<file path="src/rtl/delay_sweep_ctrl.sv">
// delay_sweep_ctrl: DDR delay-line training initiator.
// Loads the tap register, sweeps it upward one tap at a time, samples a
// pass/fail compare after a settle period, records the passing window and
// then steps back down to the window centre.
// Optional feature macro: DELAY_SWEEP_MIN_WIN_EN (reject windows narrower
// than MIN_WINDOW taps before centring).
module delay_sweep_ctrl #(
    parameter int unsigned WIDTH         = 7,
    parameter int unsigned RESET_VAL     = 1,
    parameter int unsigned SETTLE_CYCLES = 4,
    parameter int unsigned MIN_WINDOW    = 4
) (
    input  logic             sclk,
    input  logic             reset_n,
    input  logic             start,
    input  logic             sample_ok,
    input  logic             out_of_range,
    output logic             direction,
    output logic             load,
    output logic             move,
    output logic             enable,
    output logic             busy,
    output logic             done,
    output logic             fail,
    output logic [WIDTH-1:0] tap,
    output logic [WIDTH-1:0] win_start,
    output logic [WIDTH-1:0] win_end
);

    localparam logic [3:0] StIdle   = 4'd0;
    localparam logic [3:0] StLoad   = 4'd1;
    localparam logic [3:0] StSettle = 4'd2;
    localparam logic [3:0] StSample = 4'd3;
    localparam logic [3:0] StStepHi = 4'd4;
    localparam logic [3:0] StStepLo = 4'd5;
    localparam logic [3:0] StCenter = 4'd6;
    localparam logic [3:0] StDone   = 4'd7;
    localparam logic [3:0] StFail   = 4'd8;

    // Highest tap ever requested; all-ones is avoided so the register never self-blocks.
    localparam logic [WIDTH-1:0] TapTop   = {{(WIDTH-1){1'b1}}, 1'b0};
    localparam logic [WIDTH-1:0] TapReset = WIDTH'(RESET_VAL);
    localparam logic [WIDTH-1:0] TapOne   = WIDTH'(1);
    localparam logic [7:0]       SettleLast = 8'(SETTLE_CYCLES - 1);

    logic [3:0]       state_q, state_d;
    logic [7:0]       cnt_q, cnt_d;
    logic             found_q, found_d;
    logic             centering_q, centering_d;
    logic             dir_d;
    logic [WIDTH-1:0] tap_d, win_start_d, win_end_d;
    logic [WIDTH:0]   win_sum;
    logic [WIDTH-1:0] target;
    logic             busy_d;
    logic             win_too_narrow;

    // Centre of the window, summed one bit wider so it cannot wrap.
    assign win_sum = {1'b0, win_start} + {1'b0, win_end};
    assign target  = win_sum[WIDTH:1];

`ifdef DELAY_SWEEP_MIN_WIN_EN
    logic [WIDTH:0] win_len;
    assign win_len        = {1'b0, win_end} - {1'b0, win_start} + {{WIDTH{1'b0}}, 1'b1};
    assign win_too_narrow = (32'(win_len) < MIN_WINDOW);
`else
    logic unused_min_window;
    assign unused_min_window = (MIN_WINDOW != 0);
    assign win_too_narrow    = 1'b0;
`endif

    // Next-state and datapath update for the sweep/centre sequence.
    always_comb begin
        state_d     = state_q;
        cnt_d       = cnt_q;
        found_d     = found_q;
        centering_d = centering_q;
        dir_d       = direction;
        tap_d       = tap;
        win_start_d = win_start;
        win_end_d   = win_end;
        case (state_q)
            StIdle, StDone, StFail: begin
                if (start) begin
                    state_d     = StLoad;
                    win_start_d = '0;
                    win_end_d   = '0;
                    found_d     = 1'b0;
                    centering_d = 1'b0;
                end
            end
            StLoad: begin
                tap_d   = TapReset;
                cnt_d   = '0;
                state_d = StSettle;
            end
            StSettle: begin
                if (cnt_q == SettleLast) begin
                    cnt_d   = '0;
                    state_d = StSample;
                end else begin
                    cnt_d = cnt_q + 8'd1;
                end
            end
            StSample: begin
                if (out_of_range) begin
                    state_d = StFail;
                end else begin
                    if (sample_ok) begin
                        if (!found_q) begin
                            win_start_d = tap;
                        end
                        win_end_d = tap;
                        found_d   = 1'b1;
                    end
                    if (!sample_ok && found_q) begin
                        // Window has closed.
                        state_d     = StCenter;
                        centering_d = 1'b1;
                    end else if (tap == TapTop) begin
                        state_d     = found_d ? StCenter : StFail;
                        centering_d = found_d;
                    end else begin
                        dir_d   = 1'b1;
                        state_d = StStepHi;
                    end
                end
            end
            StStepHi: begin
                tap_d   = direction ? tap + TapOne : tap - TapOne;
                state_d = StStepLo;
            end
            StStepLo: begin
                cnt_d   = '0;
                state_d = centering_q ? StCenter : StSettle;
            end
            StCenter: begin
                if (win_too_narrow) begin
                    state_d = StFail;
                end else if (tap > target) begin
                    dir_d   = 1'b0;
                    state_d = StStepHi;
                end else if (tap < target) begin
                    dir_d   = 1'b1;
                    state_d = StStepHi;
                end else begin
                    state_d = StDone;
                end
            end
            default: state_d = StIdle;
        endcase
    end

    assign busy_d = !((state_d == StIdle) || (state_d == StDone) || (state_d == StFail));

    // State, datapath and registered outputs derived from the next state.
    always_ff @(posedge sclk or negedge reset_n) begin
        if (!reset_n) begin
            state_q     <= StIdle;
            cnt_q       <= '0;
            found_q     <= 1'b0;
            centering_q <= 1'b0;
            direction   <= 1'b0;
            load        <= 1'b0;
            move        <= 1'b0;
            enable      <= 1'b0;
            busy        <= 1'b0;
            done        <= 1'b0;
            fail        <= 1'b0;
            tap         <= TapReset;
            win_start   <= '0;
            win_end     <= '0;
        end else begin
            state_q     <= state_d;
            cnt_q       <= cnt_d;
            found_q     <= found_d;
            centering_q <= centering_d;
            direction   <= dir_d;
            load        <= (state_d == StLoad);
            move        <= (state_d == StStepHi);
            enable      <= busy_d;
            busy        <= busy_d;
            done        <= (state_d == StDone);
            fail        <= (state_d == StFail);
            tap         <= tap_d;
            win_start   <= win_start_d;
            win_end     <= win_end_d;
        end
    end

endmodule
</file>
<file path="config.mk">
export PLATFORM = sky130hd
export DESIGN_NAME = delay_sweep_ctrl
export DESIGN_NICKNAME = d
export VERILOG_FILES = /design/src/rtl/delay_sweep_ctrl.sv
export SDC_FILE = /design/constraint.sdc
export NUM_CORES = 1
export LEC_CHECK = 0
export CAP_MARGIN = 20
export CORE_ASPECT_RATIO = 0.8
export CORE_MARGIN = 5
export CORE_UTILIZATION = 43
export CTS_CLUSTER_SIZE = 40
export DETAILED_ROUTE_END_ITERATION = 7
export HOLD_SLACK_MARGIN = 0.08
export PLACE_DENSITY = 0.77
export RECOVER_POWER = 100
export SYNTH_ARGS = -nofsm -noshare
export SYNTH_HDL_FRONTEND = slang
export SYNTH_SLANG_ARGS = --single-unit
</file>
<file path="constraint.sdc">
create_clock -name sclk -period 6.6 [get_ports sclk]
set_clock_uncertainty 0.15 [all_clocks]
set_input_delay 0.66 -clock sclk [delete_from_list [all_inputs] [get_ports sclk]]
set_output_delay 0.66 -clock sclk [all_outputs]
set_load 0.02 [all_outputs]
</file>
; ---- After elaboration in Yosys (flattened, before gate mapping)
; Index checks and enable logic that the tools add are counted.
[classes]
addsub = 4
magnitude_cmp = 2
eq_ne = 22
mux = 38
n_reduce_logical = 18
[ops]
columns = op, count
row1 = 2-to-1 mux 7 bit, 7
row2 = one-hot mux 7 bit (2 select lines), 3
row3 = one-hot mux 4 bit (7 select lines), 1
row4 = "equality test 4 x 3 -> 1 bit, second input constant", 6
row5 = 2-to-1 mux 4 bit, 6
row6 = one-hot mux 8 bit (2 select lines), 1
row7 = 2-to-1 mux 1 bit, 13
row8 = "inequality test 2 bit, second input constant", 6
row9 = AND reduction 5 bit, 2
row10 = adder 7 x 7 -> 8 bit, 1
row11 = "adder 8 x 1 -> 8 bit, second input constant", 1
row12 = "equality test 4 x 1 -> 1 bit, second input constant", 2
row13 = "equality test 4 x 2 -> 1 bit, second input constant", 2
row14 = "equality test 4 bit, second input constant", 2
row15 = "equality test 8 x 2 -> 1 bit, second input constant", 1
row16 = logical NOT 4 bit, 2
row17 = 2-to-1 mux 8 bit, 1
row18 = AND reduction 4 bit, 2
row19 = nonzero test 2 bit, 4
row20 = "adder 7 x 1 -> 7 bit, second input constant", 1
row21 = "equality test 7 bit, second input constant", 1
row22 = greater-than comparator 7 bit, 1
row23 = < comparator 7 bit, 1
row24 = "subtractor 7 x 1 -> 7 bit, second input constant", 1
row25 = 10 further kinds, 16
[totals]
reg_bits = 41
inputBits = 5
out_inout_bits = 28
word_cells = 97

; ---- Depth between registers and ports, before layout
[logic_depth]
ltp_word = 12
ltp_mapped = 14
ltp_nobuf = 14

; ---- Worst setup path after synthesis
; OpenSTA, ideal clock, no wires.
[synth_timing]
path_type = register -> register
from = register win_start[0]
to = register direction
setup_time_ps = 65
arrival_ps = 3047
required_time_ps = 6385
setup_slack_ps = 3337
stages_incl_launch_ff = 15
n_path_buf = 0
synth_period_minus_slack_ps = 3263
path_cell_list = dfrtp_1 and2_1 fa_1 a21o_1 a21oi_1 o21bai_1 a21oi_1 xor2_1 ha_1 nand2_1 o21ai_0 o311ai_1 nand2b_4 nor3_2 o21a_1
[synth_via]
elab_chain_cells = 4
elab_cells_between_ends = 7
classes_between = 1 x add/sub / 2 x order compare / 1 x eq/ne / 2 x mux / 1 x reduce/logical
[synth_lines]
columns = element, line
row1 = start: declaration, 26  ; output logic [WIDTH-1:0] win_start,
row2 = start signal: assignment, 185  ; win_start <= win_start_d;
row3 = adder 7 x 7 -> 8 bit *, 58  ; assign win_sum = {1'b0, win_start} + {1'b0, win_end};
row4 = greater-than comparator 7 bit or < comparator 7 bit (tied branches), "139, 142"
row5 = inequality test 3 bit (no line) or 2-to-1 mux 1 bit (tied branches), -
row6 = AND reduction 5 bit (no line) or one-hot mux 1 bit (2 select lines) (tied branches), -
row7 = end signal: assignment, 177  ; direction <= dir_d;
row8 = end: declaration, 18  ; output logic direction,
; Every way passes the cells marked *; elsewhere a longest branch is shown, timed or not.
; A chain may end at the register's enable or synchronous reset.

; ---- Final worst setup path
; Same ends and word-level chain as after synthesis.

==> summary.txt <==
Outcome
  • Failing checks: max-capacitance violations, max-slew violations
  • Outcome: finished, violations left

Routing
  • First drt pass iteration count: 4
  • Residual DRC count: 0
  • Routed len/inst: 15.0 um
  • DR vias/cell: about 5.6
  • Vias: 2098
  • M1 wire length: 2.74 mm
  • Top layer in use: met4
  • Total wire length: 5.68 mm
  • Met3 WL post-DR: 309 um
  • DRT iter0 DRCs: between 100 and 150
  • Metal2 WL: 2.56 mm
  • Detail Route Antenna Nets: 0

Die
  • Die footprint: approximately 7400 um2
  • Die width: between 90 and 100 um
  • Starting Density: 44.9%
  • Die H: 77.9 um
  • I/O Pins: 33
  • Core Rows: 24
  • Core area: between 5000 and 6000 um2

Worst setup path
  • Worst path buffer plus inverter count: 0
  • CP required: 6.68 ns
  • Slowest-stage cell, CP: o311ai_0
  • CP Cell Sequence: and2_0 > fa_1 > a21o_1 > a21oi_1 > o21bai_1 > a21oi_1 > xor2_1 > ha_1 > nand2_1 > o21ai_0 > o311ai_0 > nand2b_4 > nor3_1 > o21a_1
  • Max FO, Critical Path: 3
  • CP top delay family: compound AO/OA/AOI/OAI gates
  • CP arrival: between 3 and 4 ns
  • Critical path class: reg -> reg
  • Setup crit start kind: flip-flop
  • Crit. End Element: flip-flop
  • Delay of the slowest critical-path stage: 0.84 ns
  • CP dominant cell by count: a21oi_1

Logic synthesis
  • Synthesized Nets: 295
  • Yosys synthesis warning count: 0
  • Register area share after synthesis: 41.4%
  • Ys flop type: dfrtp_1
  • Seq cells post-synth: 41
  • Post-synthesis cell count: between 200 and 300
  • FFs w/ async S/R, synth: between 90% and 100%
  • Post-synth EDFFs: 0
  • Synth cell types: 45
  • Post-synthesis cell area: 2480 um2
  • Avg Cell Area, Syn: between 9 and 10 um2

Clocking
  • Clock root buffer master: clkbuf_8
  • CTS Buffer Depth: 2
  • Skew-Pair Late Insertion Delay: 0.30 ns
  • CTS tree: yes
  • Cts hold-fix bufs: 0
  • Setup bufs post-CTS: 0
  • CTS Buf Count: 5
  • Clock transition at path regs: 0.08 ns
  • CTS Sinks: 41
  • H-tree depth: 2
  • Post-cts resize count: 0

Timing
  • Period utilization: 58.5%
  • Slew @ Worst Pin: 2.15 ns
  • Final WS setup: ~2.7 ns
  • Fmax: 0.259 GHz
  • Final setup fails: 0
  • Setup TNS Final: 0 ns
  • Final Hold Fails: 0
  • Slew headroom: -43.6%
  • RSZ-0062 raised after global routing: no
  • Fin crit period: 3.86 ns
  • Final hold slack: 0.331 ns
  • Max Slew Vio Count: just under 60

Pwr
  • Cell Pwr Density: 398 nW/um2
  • Total leakage power: about 1.4 nW
  • Final Power: ~1.2 mW
  • Maximum vdd drop: ~150 uV

Layout
  • Layout Utilization: 52.6%
  • NumNets Final: around 330
  • Layout fillers: 536
  • Ant diodes: 0
  • Final Cell Area: 2910 um2
  • Final Non-Filler Cells: 378
  • Share of layout cells above drive strength 1: about 3.3%
  • Area Overhead vs Synth: 17.1%

Place
  • DP Cell Count: 370
  • Cell Area, Placed: 2850 um2
  • Detailed Place HPWL: 4.18 mm
  • PortBufs: 32
  • Post-Place Worst Slack: 3.12 ns
  • Final GP Congestion: ~0.8

Hold path
  • Min-Delay Path Class: reg -> reg

Global routing
  • Largest net degree at the start of global routing: 42
  • First-pass GRT wire length: 9.71 mm
  • Grt ovf: 0
  • Tot GR Track Use: 16.5%
  • Initial antenna violation count: 0
  • Vias in the first global route: roughly 2000

Run
  • Max-cap violations: 2
-- where the power goes --
| group | internal (mW) | total, mW | switching [mW] |
|---|---|---|---|
| clock network | 0.0733 | 0.159 | 0.0861 |
| registers | 0.315 | 0.411 | 0.0960 |
| logic | 0.240 | 0.586 | 0.346 |
-- per-layer routing --
metal	track usage, %	up-vias
li1	-	1016
met3	3.09	6
met4	5.33	0
met2	24.7	57
met1	24.0	1019
met5	0	-
-- layout by cell type (no fill, tap or decap), types with 2 or more instances in the layout --
master,netlist,final
nand2b_1,7,7
o31ai_1,4,4
and3_1,4,4
ha_1,19,19
nor3_1,4,6
clkdlybuf4s50_1,0,2
clkbuf_8,0,5
a21oi_1,16,16
fa_1,2,2
nor2b_1,3,3
clkbuf_1,1,2
a22o_1,8,8
o21bai_1,2,2
xnor2_1,4,4
nand2_1,31,31
nand4_1,2,2
nand3_1,6,6
o21ai_0,28,31
dlygate4sd3_1,0,29
clkinv_2,0,2
a21o_1,8,8
o21a_1,3,3
xor2_1,7,7
dfrtp_1,40,40
nor2_1,21,21
a31oi_1,2,2
inv_1,14,14
or3_1,3,3
-- synthesized netlist by cell type, types with 6 or more instances --
library cell	count	area share (%)
nor2_1	21	3.2
a21o_1	8	2.4
a22o_1	8	2.8
inv_1	14	2.1
nand2_1	31	4.7
o21ai_0	28	5.6
a21oi_1	16	3.2
nand3_1	6	1.2
xor2_1	7	2.5
dfrtp_1	40	40
ha_1	19	9.6
nand2b_1	7	1.8
buf_2	6	1.2
-- worst paths after layout --
path	from	endpoint	slack (ns)	cells after the start
worst min-delay path	centering_q	centering_q	0.33	1
worst max register to register	win_start[0]	direction	2.74	14
min in group asynchronous	reset_n	tap[4]	0.84	1
max in group asynchronous	reset_n	cnt_q[6]	4.23	1
worst max-delay path	win_start[0]	direction	2.74	14
worst min register to register	centering_q	centering_q	0.33	1
-- area by class of cell --
cell class	count	area [um2]	area share (%)
Inverter	14	52.6	1.81
Clock inverter	2	10.0	0.345
Clock buffer	6	72.6	2.50
Multi-Input combinational cell	205	1330	45.8
Tap cell	78	97.6	3.36
Sequential cell	41	1030	35.4
Timing Repair Buffer	32	314	10.8
-- registers in the layout, summed over array words and instances (netlist names) --
register,flops
done,1
cnt_q,8
busy,1
win_start,7
tap,7
centering_q,1
found_q,1
direction,1
state_q,4
move,1
load,1
win_end,7
fail,1
-- cells by family (layout without fill, tap and decap cells) --
family / after synthesis / count (layout) / share of synthesized area [%]
adders and majority gates: 21 / 21 / 11.2
and+or+nand+nor: 91 / 91 / 18.2
AOI/OAI and AO/OA: 82 / 82 / 21.2
buffers and inverters: 23 / 54 / 4.08
xor gates and xnor gates: 11 / 11 / 3.88
DFF: 41 / 41 / 41.4
(Power assumes the default switching activity.)
